<file path="config.mk">
export PLATFORM = sky130hd
export DESIGN_NAME = bg_cal_sched
export DESIGN_NICKNAME = d
export VERILOG_FILES = /design/src/rtl/bg_cal_sched.sv
export SDC_FILE = /design/constraint.sdc
export NUM_CORES = 1
export LEC_CHECK = 0
export ABC_AREA = 1
export CORE_UTILIZATION = 55
export CTS_BUF_LIST = sky130_fd_sc_hd__clkbuf_2
export CTS_CLUSTER_DIAMETER = 200
export DETAILED_ROUTE_END_ITERATION = 7
export PLACE_DENSITY = 0.91
export SYNTH_ARGS = -nofsm -noshare
export SYNTH_HDL_FRONTEND = slang
export SYNTH_SLANG_ARGS = --single-unit
export TNS_END_PERCENT = 10
</file>
<file path="constraint.sdc">
create_clock -name clk -period 4.66 [get_ports clk]
set_input_delay 0.699 -clock clk [delete_from_list [all_inputs] [get_ports clk]]
set_output_delay 0.699 -clock clk [all_outputs]
set_load 0.005 [all_outputs]
</file>
<file path="src/rtl/bg_cal_sched.sv">
// bg_cal_sched: bandgap SAR calibration scheduler that averages 2^AVG_LOG2 conversions,
// publishes the trim code, sleeps between runs and flags drift and valid timeouts.
module bg_cal_sched #(
    parameter int AVG_LOG2 = 2,
    parameter int PERIOD   = 100000,
    parameter int TIMEOUT  = 2000,
    parameter int DRIFT_TH = 4,
    parameter int CNT_W    = 20
) (
    input  logic       clk,
    input  logic       reset,
    input  logic       enable,
    input  logic       force_cal,
    input  logic       clr_drift,
    input  logic       bg_valid,
    input  logic [7:0] bg_idac_coarse,
    input  logic [7:0] bg_idac_fine,
    output logic       bg_pwrup,
    output logic [7:0] trim_coarse,
    output logic [7:0] trim_fine,
    output logic       trim_valid,
    output logic       result_update,
    output logic       busy,
    output logic       drift_flag,
    output logic       timeout_err,
    output logic [1:0] state
);
    typedef enum logic [1:0] {IDLE, RUN, SLEEP, ERROR} state_t;
    localparam int AW = 16 + AVG_LOG2;
    localparam logic [AVG_LOG2:0] CNT_LAST = (AVG_LOG2 + 1)'((1 << AVG_LOG2) - 1);
    localparam logic [CNT_W-1:0] CTR_TO = CNT_W'(TIMEOUT - 1);
    localparam logic [CNT_W-1:0] CTR_PER = CNT_W'(PERIOD - 1);
    localparam logic [15:0] TH = 16'(DRIFT_TH);

    state_t cur, nxt;
    logic valid_q, accept, last, timeout_hit, drift_hit;
    logic [AW-1:0] acc, sum;
    logic [AVG_LOG2:0] cnt;
    logic [CNT_W-1:0] ctr;
    logic [15:0] code, avg, prev, diff;

    assign state = cur;
    assign code = {bg_idac_coarse, bg_idac_fine};
    assign prev = {trim_coarse, trim_fine};
    assign sum = acc + AW'(code);
    assign avg = 16'(sum >> AVG_LOG2);
    assign diff = avg > prev ? avg - prev : prev - avg;
    // a rising valid only counts while RUN is not being abandoned by enable=0
    assign accept = cur == RUN && enable && bg_valid && !valid_q;
    assign last = accept && cnt == CNT_LAST;
    assign timeout_hit = cur == RUN && !accept && ctr == CTR_TO;
    assign drift_hit = last && trim_valid && diff > TH;

    always_comb begin
        nxt = cur;
        if (!enable)
            nxt = IDLE;
        else
            case (cur)
                IDLE:    nxt = RUN;
                RUN:     nxt = last ? SLEEP : timeout_hit ? ERROR : RUN;
                SLEEP:   nxt = (ctr == CTR_PER || force_cal) ? RUN : SLEEP;
                default: nxt = ERROR;
            endcase
    end

    always_ff @(posedge clk) begin
        if (reset) begin
            cur <= IDLE;
            valid_q <= 1'b0;
            acc <= '0;
            cnt <= '0;
            ctr <= '0;
            bg_pwrup <= 1'b0;
            busy <= 1'b0;
            timeout_err <= 1'b0;
            result_update <= 1'b0;
            trim_valid <= 1'b0;
            trim_coarse <= 8'h00;
            trim_fine <= 8'h00;
            drift_flag <= 1'b0;
        end else begin
            cur <= nxt;
            valid_q <= bg_valid;
            bg_pwrup <= nxt == RUN;
            busy <= nxt == RUN;
            timeout_err <= nxt == ERROR;
            result_update <= last;
            drift_flag <= drift_hit | (drift_flag & ~clr_drift);
            if (last) begin
                trim_coarse <= avg[15:8];
                trim_fine <= avg[7:0];
            end
            trim_valid <= enable && (trim_valid || last);
            // every state change starts the next phase from a clean slate
            if (nxt != cur) begin
                acc <= '0;
                cnt <= '0;
                ctr <= '0;
            end else if (cur == RUN && accept) begin
                acc <= sum;
                cnt <= cnt + 1'b1;
                ctr <= '0;
            end else if (cur == RUN || cur == SLEEP) begin
                ctr <= ctr + 1'b1;
            end
        end
    end
endmodule

</file>
Word-level counts from Yosys, hierarchy flattened
Cells that the tools add are included.
W data, S select, Z words.
{"block": "op_classes", "bitwise_logic": 3, "addsub": 5, "eq_ne": 8, "n_reduce_logical": 18, "order_cmp": 2, "n_mux": 6}
{"operator": "$sub A16 B16 Y16", "n": 2}
{"operator": "$add A20 B1 Y20 const B", "n": 1}
{"operator": "$eq A20 B11 Y1 const B", "n": 1}
{"operator": "$eq A20 B17 Y1 const B", "n": 1}
{"operator": "$add A18 B16 Y18", "n": 1}
{"operator": "$gt A16 B16 Y1", "n": 1}
{"operator": "$gt A16 B3 Y1 const B", "n": 1}
{"operator": "$mux W16", "n": 1}
{"operator": "$logic_and A1 B1 Y1", "n": 10}
{"operator": "$mux W2", "n": 4}
{"operator": "$pmux W2 S3", "n": 1}
{"operator": "$eq A2 B1 Y1 const B", "n": 2}
{"operator": "$eq A2 B2 Y1 const B", "n": 2}
{"operator": "$add A3 B1 Y3 const B", "n": 1}
{"operator": "$eq A3 B2 Y1 const B", "n": 1}
{"operator": "$logic_or A1 B1 Y1", "n": 3}
{"operator": "$reduce_or A3 Y1", "n": 1}
{"operator": "$logic_not A1 Y1", "n": 2}
{"operator": "$logic_not A2 Y1", "n": 1}
{"operator": "$ne A2 B2 Y1", "n": 1}
{"operator": "$reduce_or A2 Y1", "n": 1}
{"operator": "$and A1 B1 Y1", "n": 1}
{"operator": "$not A1 Y1", "n": 1}
{"operator": "$or A1 B1 Y1", "n": 1}
{"block": "word_totals", "word_cells": 54, "register_bits": 65}

Logic depth before layout (Yosys ltp)
{"block": "depth", "word_depth": 13, "mapped_depth": 33, "ltp_nobuf": 32}

Worst setup path before layout
No wires, ideal clock.
{"block": "synth_timing", "path_kind": "input port to flip-flop", "start": "input port bg_idac_fine[0]", "end": "register drift_flag", "slack_ns": 0.187, "n_path_buf": 2, "stages": 32, "arrival_time_ns": 4.341, "cell_sequence": "ha_1 fa_1 nand3_1 nand2_1 nand2_1 o211ai_1 nand3_1 nand2_1 a31oi_1 or2_1 nand2_1 xor2_1 inv_1 ha_1 nand2_1 nor3_2 and2_4 nand2_4 nand2_8 nand2_4 buf_6 buf_12 nand2_2 nand2_1 inv_1 nand2_1 nor2_1 nand3_1 nor2_1 nand3_1 o21bai_1 a21oi_1"}
{"block": "synth_via", "elab_chain_len": 6, "word_cells_on_any_way": 8, "classes_between": "3 x add/sub; 2 x order compare; 1 x mux; 1 x bitwise; 1 x reduce/logical"}
{"item": "start, declared", "line": "17", "source": "input logic [7:0] bg_idac_fine,"}
{"item": "$add A18 B16 Y18 *", "line": "45", "source": "assign sum = acc + AW'(code);"}
{"item": "via sum[14]", "line": "37", "source": "logic [AW-1:0] acc, sum;"}
{"item": "$sub A16 B16 Y16 or $gt A16 B16 Y1 (tied branches)", "line": "47", "source": "assign diff = avg > prev ? avg - prev : prev - avg;"}
{"item": "$mux W16 *", "line": "47"}
{"item": "$gt A16 B3 Y1 *", "line": "52", "source": "assign drift_hit = last && trim_valid && diff > TH;"}
{"item": "$logic_and A1 B1 Y1 *", "line": "52"}
{"item": "$or A1 B1 Y1 *", "line": "89", "source": "drift_flag <= drift_hit | (drift_flag & ~clr_drift);"}
{"item": "end signal, assigned", "line": "89"}
{"item": "end, declared", "line": "24", "source": "output logic drift_flag,"}
Mark *: on every way through the listed nets, which the timed path passes. The rest lies on a longest branch.
A chain may end at the register's enable or synchronous reset.

Worst setup path in the final report
{"block": "layout_timing", "start": "input port bg_idac_fine[7]", "end": "register drift_flag"}
Same word-level chain as after synthesis.

==> run summary <==
Status = finished, final reports clean
DR WL/cell = 15.7 um
Most frequent cells in the layout = nand2_1 (190), inv_1 (126), buf_4 (80), dfxtp_1 (65)
Area added between synthesis and finish = 28.1%
Primary FF master, synth = dfxtp_1
Min-delay src = acc[2]
Slew Viols, Final = 0
Final net count = 998
Hold Path Stages = 2
Post-route DRC = 0
Post-Route Utilization = 72.9%
Slowest cell on the critical path = clkdlybuf4s50_1
1st-pass router iterations = 6
Fin Setup TNS = 0 ns
R2r startpoint = acc[0]
Crit-path most repeated cell = nor2_1
Worst-margin pin slew = 0.517 ns
Fmax = 220 MHz
Inserted Clock Buffers = 9
Final ANT Viol Nets = 0
Syn Area/Cell = 6.64 um2
Initial Util = 56.9%
Overall Global Routing Usage = 30.5%
Clk buf depth = 2
Final worst-path setup slack = 0.113 ns
DIE WIDTH = 100 um
Diode count = 0
Vias in the first global route = 5397
Num ports = 46
Placer Congestion = 0.941
Root Driver = clkbuf_2
Max VDD drop = 0.000221 V
Finished Cell Area = 6760 um2
Crit path to = drift_flag
Minimum clock period after layout = 4.55 ns
Flop2flop setup slack = 0.41 ns
Power per Cell Area = 204 nW/um2
Number of synthesized flops with an enable pin = 0
Die height = 100 um
Seq/Total Area, Yosys = 24.6%
Critical R2R Capture = drift_flag
Cell Area, Synth = 5280 um2
Asr flop ratio synth = 0%
Clock Sink Count = 65
Final Non-Filler Cells = 1054
Startpoint types = input port
Placed cell area = 6340 um2
Crit Path Class = in -> reg
Slew HR = 65.2%
Placed wire-length estimate = 11300 um
Max-Cap Viols = 0
Largest net degree at the start of global routing = 33
Leak = 3.29 nW
Setup violators final = 0
Post-Route WL = 16600 um
Core area = 9280 um2
TritonCTS clock tree = yes
Buffers on Ports = 45
Overflow after GRT = 0
Clk_lat worst skew = 0.55 ns
Initial antenna violation count = 0
Critical Path RT = 5.13 ns
Vias/cell = 5.57
Critical Path End Type = register
Final hold vios = 0
Crit-path max FO = 6
Worst Skew = 0.0311 ns
First-pass GRT wire length = 24300 um
R2R depth = 31
Tot Pwr = 1.38 mW
Crit path from = bg_idac_fine[7]
Flops & latches, synth = 65
Worst-path clk slew = 0.22 ns
Mapped Nets = 873
Proportion of layout cells with a drive suffix above 1 = 16.4%
Depth of the CTS H-tree = 3
Place WS = -0.322 ns
First DRT Iteration DRCs = 603
Slowest stage delay, CP = 0.60 ns
Mapped Cells = 795
Period utilization = 97.6%
Final hold slack = 0.496 ns
Yosys warns = 0
Most common cell after layout, fill and taps aside = nand2_1
Placed cell count = 1027
Hold WC Path Type = reg -> reg
Data arrival time of the worst path = 5.02 ns
Netlist cell types = 47
Via Count = 5876
Core Rows = 35
Die area = 10000 um2
-- worst max-delay path: cells and delay by family --
kind | cells | cell delay (ns)
AO/OA/AOI/OAI | 5 | 0.80
AND/OR/NAND/NOR | 18 | 1.84
adder cells (fa/ha/maj) | 2 | 0.62
buffers and inverters | 4 | 0.89
XOR/XNOR | 1 | 0.16
-- cells by family (layout without fill, tap and decap cells) --
group / count (synthesis) / count (layout) / share of synthesized area [%]
AO/OA/AOI/OAI: 127 / 127 / 13.4
XOR/XNOR: 37 / 37 / 6.28
adder cells (fa/ha/maj): 56 / 56 / 13.7
buffers and inverters: 148 / 277 / 11.4
flip-flops: 65 / 65 / 24.6
multiplexers: 1 / 1 / 0.190
AND/OR/NAND/NOR: 361 / 362 / 30.5
-- worst min-delay path by stage --
stage	endpoint	slack [ns]
2_1_floorplan	acc[0]	0.44
3_3_place_gp	cnt[1]	0.45
3_5_place_dp	drift_flag	0.47
4_1_cts	drift_flag	0.49
5_1_grt	acc[15]	0.52
6_report	acc[2]	0.50
-- registers in the layout, summed over array words and instances, names as in the netlist, 2 cells and up --
name,count
cnt,3
trim_coarse,8
acc,18
ctr,20
trim_fine,8
state,2
-- routing by layer --
metal | vias to the layer above | part of all wire (%) | GRT usage, %
li1 | 2813 | - | -
met1 | 2674 | 41 | 38.4
met2 | 298 | 47 | 53.1
met3 | 91 | 7.2 | 3.20
met4 | 0 | 4.8 | 13.4
met5 | - | 0 | 0
-- repair_timing --
| action | 4_1_cts | 5_1_grt |
|---|---|---|
| buffers inserted | 0 | 10 |
| resized for setup | 0 | 34 |
| hold buffers | 0 | 0 |
| endpoints found under the setup margin | 0 | 1 |
-- power by group --
group / internal, mW / switching, mW / total, mW
clock: 0.231 / 0.236 / 0.467
sequential: 0.560 / 0.00332 / 0.564
combinational: 0.148 / 0.204 / 0.352
-- area by class of cell --
| cell class | instances | area (um2) |
|---|---|---|
| multi-input cells | 583 | 3540 |
| fillers | 658 | 2520 |
| flip-flops and latches | 65 | 1300 |
| repair buffers | 128 | 1090 |
| inverters | 133 | 502 |
| well taps | 129 | 161 |
| clock inverters | 7 | 118 |
| clock buffers | 9 | 45.0 |
-- synth_stat cells (6+ instances only) --
cell type / count / area, um2
o22ai_1: 16 / 100
inv_1: 127 / 477
ha_1: 53 / 663
nand4_1: 10 / 62.6
nor2_1: 62 / 233
nor3_1: 16 / 80.1
nand3_1: 47 / 235
nand2_2: 8 / 50.1
xor2_1: 30 / 263
o21ai_0: 25 / 125
xnor2_1: 6 / 52.6
a21oi_1: 62 / 310
nand2_1: 193 / 724
dfxtp_1: 65 / 1300
Note: power is estimated with default switching activity, not from simulation.
